### config.mk
export PLATFORM = sky130hd
export DESIGN_NAME = fifo_wr_arbiter
export DESIGN_NICKNAME = d
export VERILOG_FILES = /design/src/rtl/fifo_arb_pkg.sv /design/src/rtl/fifo_mem.sv /design/src/rtl/fifo_wr_arbiter.sv
export SDC_FILE = /design/constraint.sdc
export NUM_CORES = 1
export LEC_CHECK = 0
export CAP_MARGIN = 20
export CORE_ASPECT_RATIO = 0.8
export CORE_MARGIN = 4
export CORE_UTILIZATION = 35
export CTS_BUF_LIST = sky130_fd_sc_hd__clkbuf_16
export DETAILED_ROUTE_END_ITERATION = 8
export MAX_ROUTING_LAYER = met4
export PLACE_DENSITY = 0.6
export SYNTH_ARGS = -nofsm -noshare
export SYNTH_HDL_FRONTEND = slang
export SYNTH_SLANG_ARGS = --single-unit
### constraint.sdc
create_clock -name clk -period 4.92 [get_ports clk]
set_clock_uncertainty 0.2 [all_clocks]
set_input_delay 0.984 -clock clk [delete_from_list [all_inputs] [get_ports clk]]
set_output_delay 0.984 -clock clk [all_outputs]
set_load 0.05 [all_outputs]
### src/rtl/fifo_arb_pkg.sv
// Shared definitions for the two-requester write-arbitrated FIFO.
//   DEF_WIDTH / DEF_DEPTH : default data width and FIFO depth.
//   pri_e                 : round-robin preference between the two writers.
package fifo_arb_pkg;

  localparam int unsigned DEF_WIDTH = 8;
  localparam int unsigned DEF_DEPTH = 8;

  typedef enum logic {
    PRI0 = 1'b0,  // requester 0 wins a tie
    PRI1 = 1'b1   // requester 1 wins a tie
  } pri_e;

endpackage

### src/rtl/fifo_mem.sv
// Simple dual-port storage array for fifo_wr_arbiter.
//   clk   : rising-edge clock
//   we    : write enable; wdata is stored at waddr on the edge
//   waddr : write address
//   wdata : write data
//   re    : read enable; rdata is loaded from raddr on the edge, else holds
//   raddr : read address
//   rdata : registered read data
module fifo_mem #(
  parameter int WIDTH = 8,
  parameter int DEPTH = 8,
  parameter int AW    = $clog2(DEPTH)
) (
  input  logic             clk,
  input  logic             we,
  input  logic [AW-1:0]    waddr,
  input  logic [WIDTH-1:0] wdata,
  input  logic             re,
  input  logic [AW-1:0]    raddr,
  output logic [WIDTH-1:0] rdata
);

  logic [WIDTH-1:0] mem [DEPTH];

  // NOTE: the array and its read register carry no reset; emptiness is
  // tracked by the pointers and count, so stale contents are never observed.
  always_ff @(posedge clk) begin
    if (we) mem[waddr] <= wdata;
    if (re) rdata <= mem[raddr];
  end

endmodule

### src/rtl/fifo_wr_arbiter.sv
// FIFO with two arbitrated write requesters and one reader.
// Ties between the writers alternate round-robin; a writer is never granted
// while the FIFO is full, even if a pop happens in the same cycle.
//   clk, rst        : clock, synchronous active-high reset
//   req0/data0/gnt0 : requester 0 write request, data, grant (write this edge)
//   req1/data1/gnt1 : requester 1 write request, data, grant (write this edge)
//   rd_en           : pop request, ignored while empty
//   rd_data         : popped word, valid one cycle after the pop
//   rd_valid        : one-cycle pulse marking rd_data after each pop
//   full, empty     : occupancy flags decoded from count
//   count           : current occupancy, 0..DEPTH
module fifo_wr_arbiter
  import fifo_arb_pkg::*;
#(
  parameter int WIDTH = DEF_WIDTH,
  parameter int DEPTH = DEF_DEPTH
) (
  input  logic                     clk,
  input  logic                     rst,
  input  logic                     req0,
  input  logic [WIDTH-1:0]         data0,
  output logic                     gnt0,
  input  logic                     req1,
  input  logic [WIDTH-1:0]         data1,
  output logic                     gnt1,
  input  logic                     rd_en,
  output logic [WIDTH-1:0]         rd_data,
  output logic                     rd_valid,
  output logic                     full,
  output logic                     empty,
  output logic [$clog2(DEPTH):0]   count
);

  localparam int AW = $clog2(DEPTH);
  localparam int CW = AW + 1;

  pri_e             pri_q, pri_d;
  logic [AW-1:0]    wptr_q, wptr_d;
  logic [AW-1:0]    rptr_q, rptr_d;
  logic [CW-1:0]    count_q, count_d;
  logic             rd_valid_q;
  logic             rd_seen_q;    // a pop has happened since reset
  logic             wr;
  logic             pop;
  logic [WIDTH-1:0] wdata;
  logic [WIDTH-1:0] mem_rdata;

  assign full  = (count_q == CW'(DEPTH));
  assign empty = (count_q == '0);
  assign count = count_q;

  // Arbitration: a lone request always wins; a tie goes to the preferred side.
  // NOTE: every output of an always_comb gets a default first so no path
  // leaves it unassigned, which would otherwise infer a latch.
  always_comb begin
    gnt0 = 1'b0;
    gnt1 = 1'b0;
    if (!rst && !full) begin
      if (req0 && req1) begin
        gnt0 = (pri_q == PRI0);
        gnt1 = (pri_q == PRI1);
      end else begin
        gnt0 = req0;
        gnt1 = req1;
      end
    end
  end

  assign wr    = gnt0 | gnt1;
  assign wdata = gnt1 ? data1 : data0;
  // Empty gates the read, so a simultaneous write into an empty FIFO is not
  // popped in the same cycle.
  assign pop   = rd_en && !empty;

  always_comb begin
    pri_d   = pri_q;
    wptr_d  = wptr_q;
    rptr_d  = rptr_q;
    count_d = count_q;
    if (gnt0) pri_d = PRI1;
    if (gnt1) pri_d = PRI0;
    // DEPTH is a power of two, so the natural pointer overflow is the wrap.
    if (wr)  wptr_d = wptr_q + AW'(1);
    if (pop) rptr_d = rptr_q + AW'(1);
    case ({wr, pop})
      2'b10:   count_d = count_q + CW'(1);
      2'b01:   count_d = count_q - CW'(1);
      default: count_d = count_q;
    endcase
  end

  // NOTE: sequential state uses non-blocking assignments so every register
  // samples the pre-edge values regardless of statement order.
  always_ff @(posedge clk) begin
    if (rst) begin
      pri_q      <= PRI0;
      wptr_q     <= '0;
      rptr_q     <= '0;
      count_q    <= '0;
      rd_valid_q <= 1'b0;
      rd_seen_q  <= 1'b0;
    end else begin
      pri_q      <= pri_d;
      wptr_q     <= wptr_d;
      rptr_q     <= rptr_d;
      count_q    <= count_d;
      rd_valid_q <= pop;
      if (pop) rd_seen_q <= 1'b1;
    end
  end

  fifo_mem #(
    .WIDTH (WIDTH),
    .DEPTH (DEPTH),
    .AW    (AW)
  ) u_mem (
    .clk   (clk),
    .we    (wr),
    .waddr (wptr_q),
    .wdata (wdata),
    .re    (pop),
    .raddr (rptr_q),
    .rdata (mem_rdata)
  );

  // The storage read register is not reset; until the first pop after reset
  // the output is forced to zero. After that it holds the last popped word.
  assign rd_data  = rd_seen_q ? mem_rdata : '0;
  assign rd_valid = rd_valid_q;

endmodule
==> flow_summary.yaml, run 1 <==
cells_and_area:
  fin_nets: 279
  drive_above_1_share_pct: 23.7
  num_antenna_cells: 0
  area_growth_syn_to_layout_pct: 24.9
timing:
  tns_ns: 0
  grt_setup_unrepaired: "false"
  worst_slew_pin_tran_ns: 0.937
  period_minus_slack_ns: 3.92
  timing.final.crit_share_pct: 79.7
  setup-violations-final: 0
  report.final.hold_viol_count: 0
  report.final.slew_viol_count: 0
  max_clock_freq_ghz: 0.255
  slew_headroom_pct: 37.5
clock_network:
  cts-buffers-inserted: 9
  insertion_delay_ns: 0.33
  clk_root_buffer_cell: "clkbuf_16"
  ctsLongestPathBuffers: 2
  tritoncts: "done"
  ctsResizeCount: 0
  clock-sinks: 85
  cts-hold-fix-buffers: 0
  path_clk_slew_ns: 0.07
  cts_max_level: 3
  cts_setup_buffers: 0
placement:
  final_gp_congestion: 0.725
  port_buffers: 37
  dp_hpwl_um: 4200
global_route:
  grt_pass1_vias: 1829
  grt_usage_pct: 11.9
  grt_first_pass_wirelength_um: 9980
  aggregate_global_routing_overflow: 0
  antenna_found_initial: 0
  grt_start_max_net_pins: 19
detailed_routing:
  avgRoutedWirePerCell_um: 15.8
  vias_per_cell: 4.60
  first_iter_violations: 95
  post-route-drc-count: 0
  antenna_violating_nets_post_route: 0
  wl_um: 6200
  drt_pass1_iterations: 4
  via_count: 1809
die:
  io_pins: 38
  std_cell_rows: 32
  chip_height_um: 97.8
  dieArea_mm2: 0.0118
  floorplan.die.width_um: 120
  start_util_pct: 36.2
  core-area_mm2: 0.00973
logic_synthesis:
  synthesis.area_mm2: 0.00353
  yosys.cell_types.count: 31
  postSynthAreaPerCell_um2: 17.3
  yosys.area.top_type: "edfxtp_1"
  synth.net_count: 231
  synth.top_cells.by_count: "edfxtp_1, mux4_2, nor2_1"
  synth-edff-count: 72
  yosysSeqAreaShare_pct: 68.7
  synth_flop_cell: "edfxtp_1"
  synth-async-reset-ratio_pct: 0
  synthesis.yosys.warnings: 0
  synth.ff_latch_count: 85
  postSynthCellCount: 204
  yosys.cell_count.top_type: "edfxtp_1"
  yosys-top-cells-area: "edfxtp_1, mux4_2, dfxtp_1"
  synth_top_cell_area_share_pct: 61.3
power_and_ir_drop:
  p_leak_nw: 1.46
  total_power_mw: 2.31
  total_power_divided_by_cell_area_mw_per_mm2: 524
  worst_ir_drop_vdd_uv: 207
worst_hold_path:
  hold_path.class: "reg -> reg"
critical_path:
  crit_path_end: "gnt0"
  critical_path_arrival_ns: 2.73
  worst_r2r_endpoint: "count[3]"
  crit_required_ns: 3.74
  critical_path_start_end_classification: "in -> out"
  regToRegStartpoint: "count[0]"
  end_kind: "output port"
  critPathLaunchType: "input pin"
  reg2reg_depth: 9
  r2r_setup_slk_ns: 2.03
  startpoint: "rst"
  crit_fanout: 15
run_status:
  outcome: "completed"
run:
  max_cap_violations: 0
-- stage by stage --
step	instances	area [µm²]	util (%)	hold slack, ns	worst slack [ns]
4_1_cts	393	4400	45.3	0.311	0.996
3_5_place_dp	377	4090	42.0	0.302	0.997
3_3_place_gp	377	4090	42.0	0.298	1.01
6_report	393	4400	45.3	0.321	1.00
5_1_grt	393	4400	45.3	0.342	0.874
2_1_floorplan	204	3530	-	0.257	0.664
-- final cells by class --
| type | instances | area, µm² |
|---|---|---|
| Clock buffer | 9 | 225 |
| Clock inverter | 7 | 90.1 |
| Fill cell | 856 | 5330 |
| Inverter | 5 | 18.8 |
| Multi-Input combinational cell | 105 | 1040 |
| Sequential cell | 85 | 2420 |
| Tap cell | 136 | 170 |
| Timing Repair Buffer | 46 | 435 |
-- placed cells by master (no fill, tap or decap), types with 7 or more instances in the layout --
cell             synthesis  final
a21oi_1                  9      9
clkbuf_16                0      9
nand2_1                  7      7
clkdlybuf4s50_1          0     36
mux4_2                  16     16
mux2_4                   8      8
dfxtp_1                 13     13
nor2_1                  16     16
edfxtp_1                72     72
and2_1                   8      8
mux2_2                   8      8
buf_4                    0     10
-- routing by layer --
metal / global-route usage, % / vias to the layer above / part of all wire (%)
li1: - / 876 / -
met1: 16.1 / 886 / 49
met2: 16.9 / 45 / 46
met3: 4.23 / 2 / 4.5
met4: 3.92 / 0 / 0.68
met5: - / - / 0
-- logic make-up after synthesis --
kind of cell | Yosys count | share of synthesized area (%)
AOI/OAI and AO/OA | 12 | 1.88
xor gates and xnor gates | 6 | 1.49
adders and majority gates | 6 | 2.34
buffers and inverters | 14 | 1.77
DFF | 85 | 68.7
muxes | 32 | 16.2
and+or+nand+nor | 49 | 7.63
-- flip-flops by register name, indices dropped and copies added, names as in the netlist --
register     flops
rd_valid         1
u_mem.mem       64
pri_q            1
rd_seen_q        1
u_mem.rdata      8
count            4
rptr_q           3
wptr_q           3
-- power by group --
group	switching (mW)	internal [mW]
Sequential	0.0702	0.892
Combinational	0.377	0.268
Clock	0.294	0.408
Total	0.741	1.57
-- critical path, stage by stage --
cell and delay (ns):
clkdlybuf4s50_1 0.39, buf_4 0.19, nor2_2 0.17, nand2_1 0.08, a21oi_1 0.11, clkdlybuf4s50_1 0.81
-- worst min path at each step --
stage                     start     to  cells past startpoint
after floorplan           pri_q  pri_q                      1
after global placement    pri_q  pri_q                      1
after detailed placement  pri_q  pri_q                      1
after CTS                 pri_q  pri_q                      1
after global routing      pri_q  pri_q                      1
final                     pri_q  pri_q                      1
No activity file was read; power rests on OpenSTA's default activity.
==> run 2, diff against run 1 <==
PLACE_DENSITY = 0.62   (was 0.6)
clock period = 3.5 ns   (was 4.92 ns; I/O delays follow)
==> run 2 against run 1 <==
Effect of this change: first-iteration DRC count is 5.3% lower; highest routed layer unchanged; critical path depth is 4 lower; clock power is 36% higher; largest power group unchanged.
==> flow_summary.yaml, run 2 (synthesis results as in run 1) <==
run:
  max_cap_violations: 0
global_route:
  grt_start_max_net_pins: 19
  antenna_found_initial: 0
  grt_pass1_vias: 1820
  grt_first_pass_wirelength_um: 9680
  grt_usage_pct: 11.4
  aggregate_global_routing_overflow: 0
worst_hold_path:
  whs_path_depth: 1
  hold_path.class: "reg -> reg"
critical_path:
  critPathLaunchType: "flip-flop"
  critical_path_arrival_ns: 2.11
  crit_fanout: 6
  crit_required_ns: 2.60
  reg2reg_depth: 9
  end_kind: "output port"
  critical_path_start_end_classification: "reg -> out"
die:
  floorplan.die.width_um: 120
  io_pins: 38
  chip_height_um: 97.8
  dieArea_mm2: 0.0118
  core-area_mm2: 0.00973
  start_util_pct: 36.2
  std_cell_rows: 32
placement:
  dp.cells: 381
  dp_hpwl_um: 4030
  final_gp_congestion: 0.750
  port_buffers: 37
cells_and_area:
  top_register: "u_mem.mem"
  num_antenna_cells: 0
  layout.filler_cells: 846
  layout.cells.most_common_list: "edfxtp_1, clkdlybuf4s50_1, mux4_2, nor2_1"
  instances_no_fill: 397
  fin_nets: 283
  drive_above_1_share_pct: 25.7
  final_common_cell: "edfxtp_1"
  largest_register_ff_count: 64
  area_growth_syn_to_layout_pct: 26.5
clock_network:
  insertion_delay_ns: 0.33
  cts_setup_buffers: 0
  clock-sinks: 85
  cts-buffers-inserted: 9
  clk_root_buffer_cell: "clkbuf_16"
  cts_max_level: 3
  ctsLongestPathBuffers: 2
  ctsResizeCount: 0
  tritoncts: "done"
  path_clk_slew_ns: 0.06
  cts-hold-fix-buffers: 0
detailed_routing:
  via_count: 1845
  first_iter_violations: 90
  drt_pass1_iterations: 4
  avgRoutedWirePerCell_um: 15.4
  wl_um: 6130
  post-route-drc-count: 0
  vias_per_cell: 4.65
  antenna_violating_nets_post_route: 0
timing:
  worst_slew_pin_tran_ns: 0.877
  setup-violations-final: 0
  timing.final.crit_share_pct: 86.0
  report.final.hold_viol_count: 0
  grt_setup_unrepaired: "false"
  tns_ns: 0
  max_clock_freq_ghz: 0.332
  period_minus_slack_ns: 3.01
  slew_headroom_pct: 41.5
  report.final.slew_viol_count: 0
run_status:
  outcome: "completed"
power_and_ir_drop:
  worst_ir_drop_vdd_uv: 294
  p_leak_nw: 1.49
  total_power_divided_by_cell_area_mw_per_mm2: 729
  total_power_mw: 3.25
==> run 2: cell count changes in the layout (fill, tap and decap cells not counted) <==
cell and change:
clkinvlp_4 +1, buf_4 +3, inv_8 -2, nor4_4 +1, inv_6 +1, clkdlybuf4s50_1 -1
clkinv_2 +1, nor4_1 -1, buf_12 +2, clkinv_4 -1
==> run 2: where the power goes <==
part	internal, mW	total [mW]	leakage [nW]	switching, mW
sequential	1.25	1.36	0.760	0.101
combinational	0.405	0.942	0.580	0.537
clock	0.564	0.953	0.149	0.389
==> run 2: worst max-delay path, cell delays in order, from the launching register on <==
cell and delay, ns:
dfxtp_1 0.41, nor4b_4 0.47, clkdlybuf4s50_1 0.89
==> run 2: cell type report <==
class                           count  area, µm²  area share, %
Sequential cell                    85       2420           54.3
Tap cell                          136        170           3.81
Multi-Input combinational cell    105       1060           23.7
Clock inverter                      7       80.1           1.80
Clock buffer                        9        225           5.05
Timing Repair Buffer               50        488           10.9
Inverter                            5       18.8          0.421
==> run 2: per-layer routing <==
layer / track usage (%) / vias up / routed length [µm]
met5: - / - / 0
met4: 5.49 / 0 / 94
met3: 2.95 / 7 / 283
met2: 16.8 / 41 / 2850
met1: 14.7 / 910 / 2900
li1: - / 887 / -
==> run 2: final timing paths <==
check	startpoint	end	slack, ns
min reg2reg	pri_q	pri_q	0.30
max reg2reg	count[0]	count[3]	0.79
max	count[0]	full	0.49
min	pri_q	pri_q	0.30
==> run 2: stage by stage <==
step           util (%)  area, µm²  hold slack (ns)  setup slack [ns]
6_report           45.8       4460            0.300             0.490
5_1_grt            45.8       4460            0.339             0.313
4_1_cts            45.8       4460            0.298             0.457
3_5_place_dp       42.7       4160            0.288             0.195
3_3_place_gp       42.7       4160            0.289             0.284
2_1_floorplan         -       3540            0.257             0.183
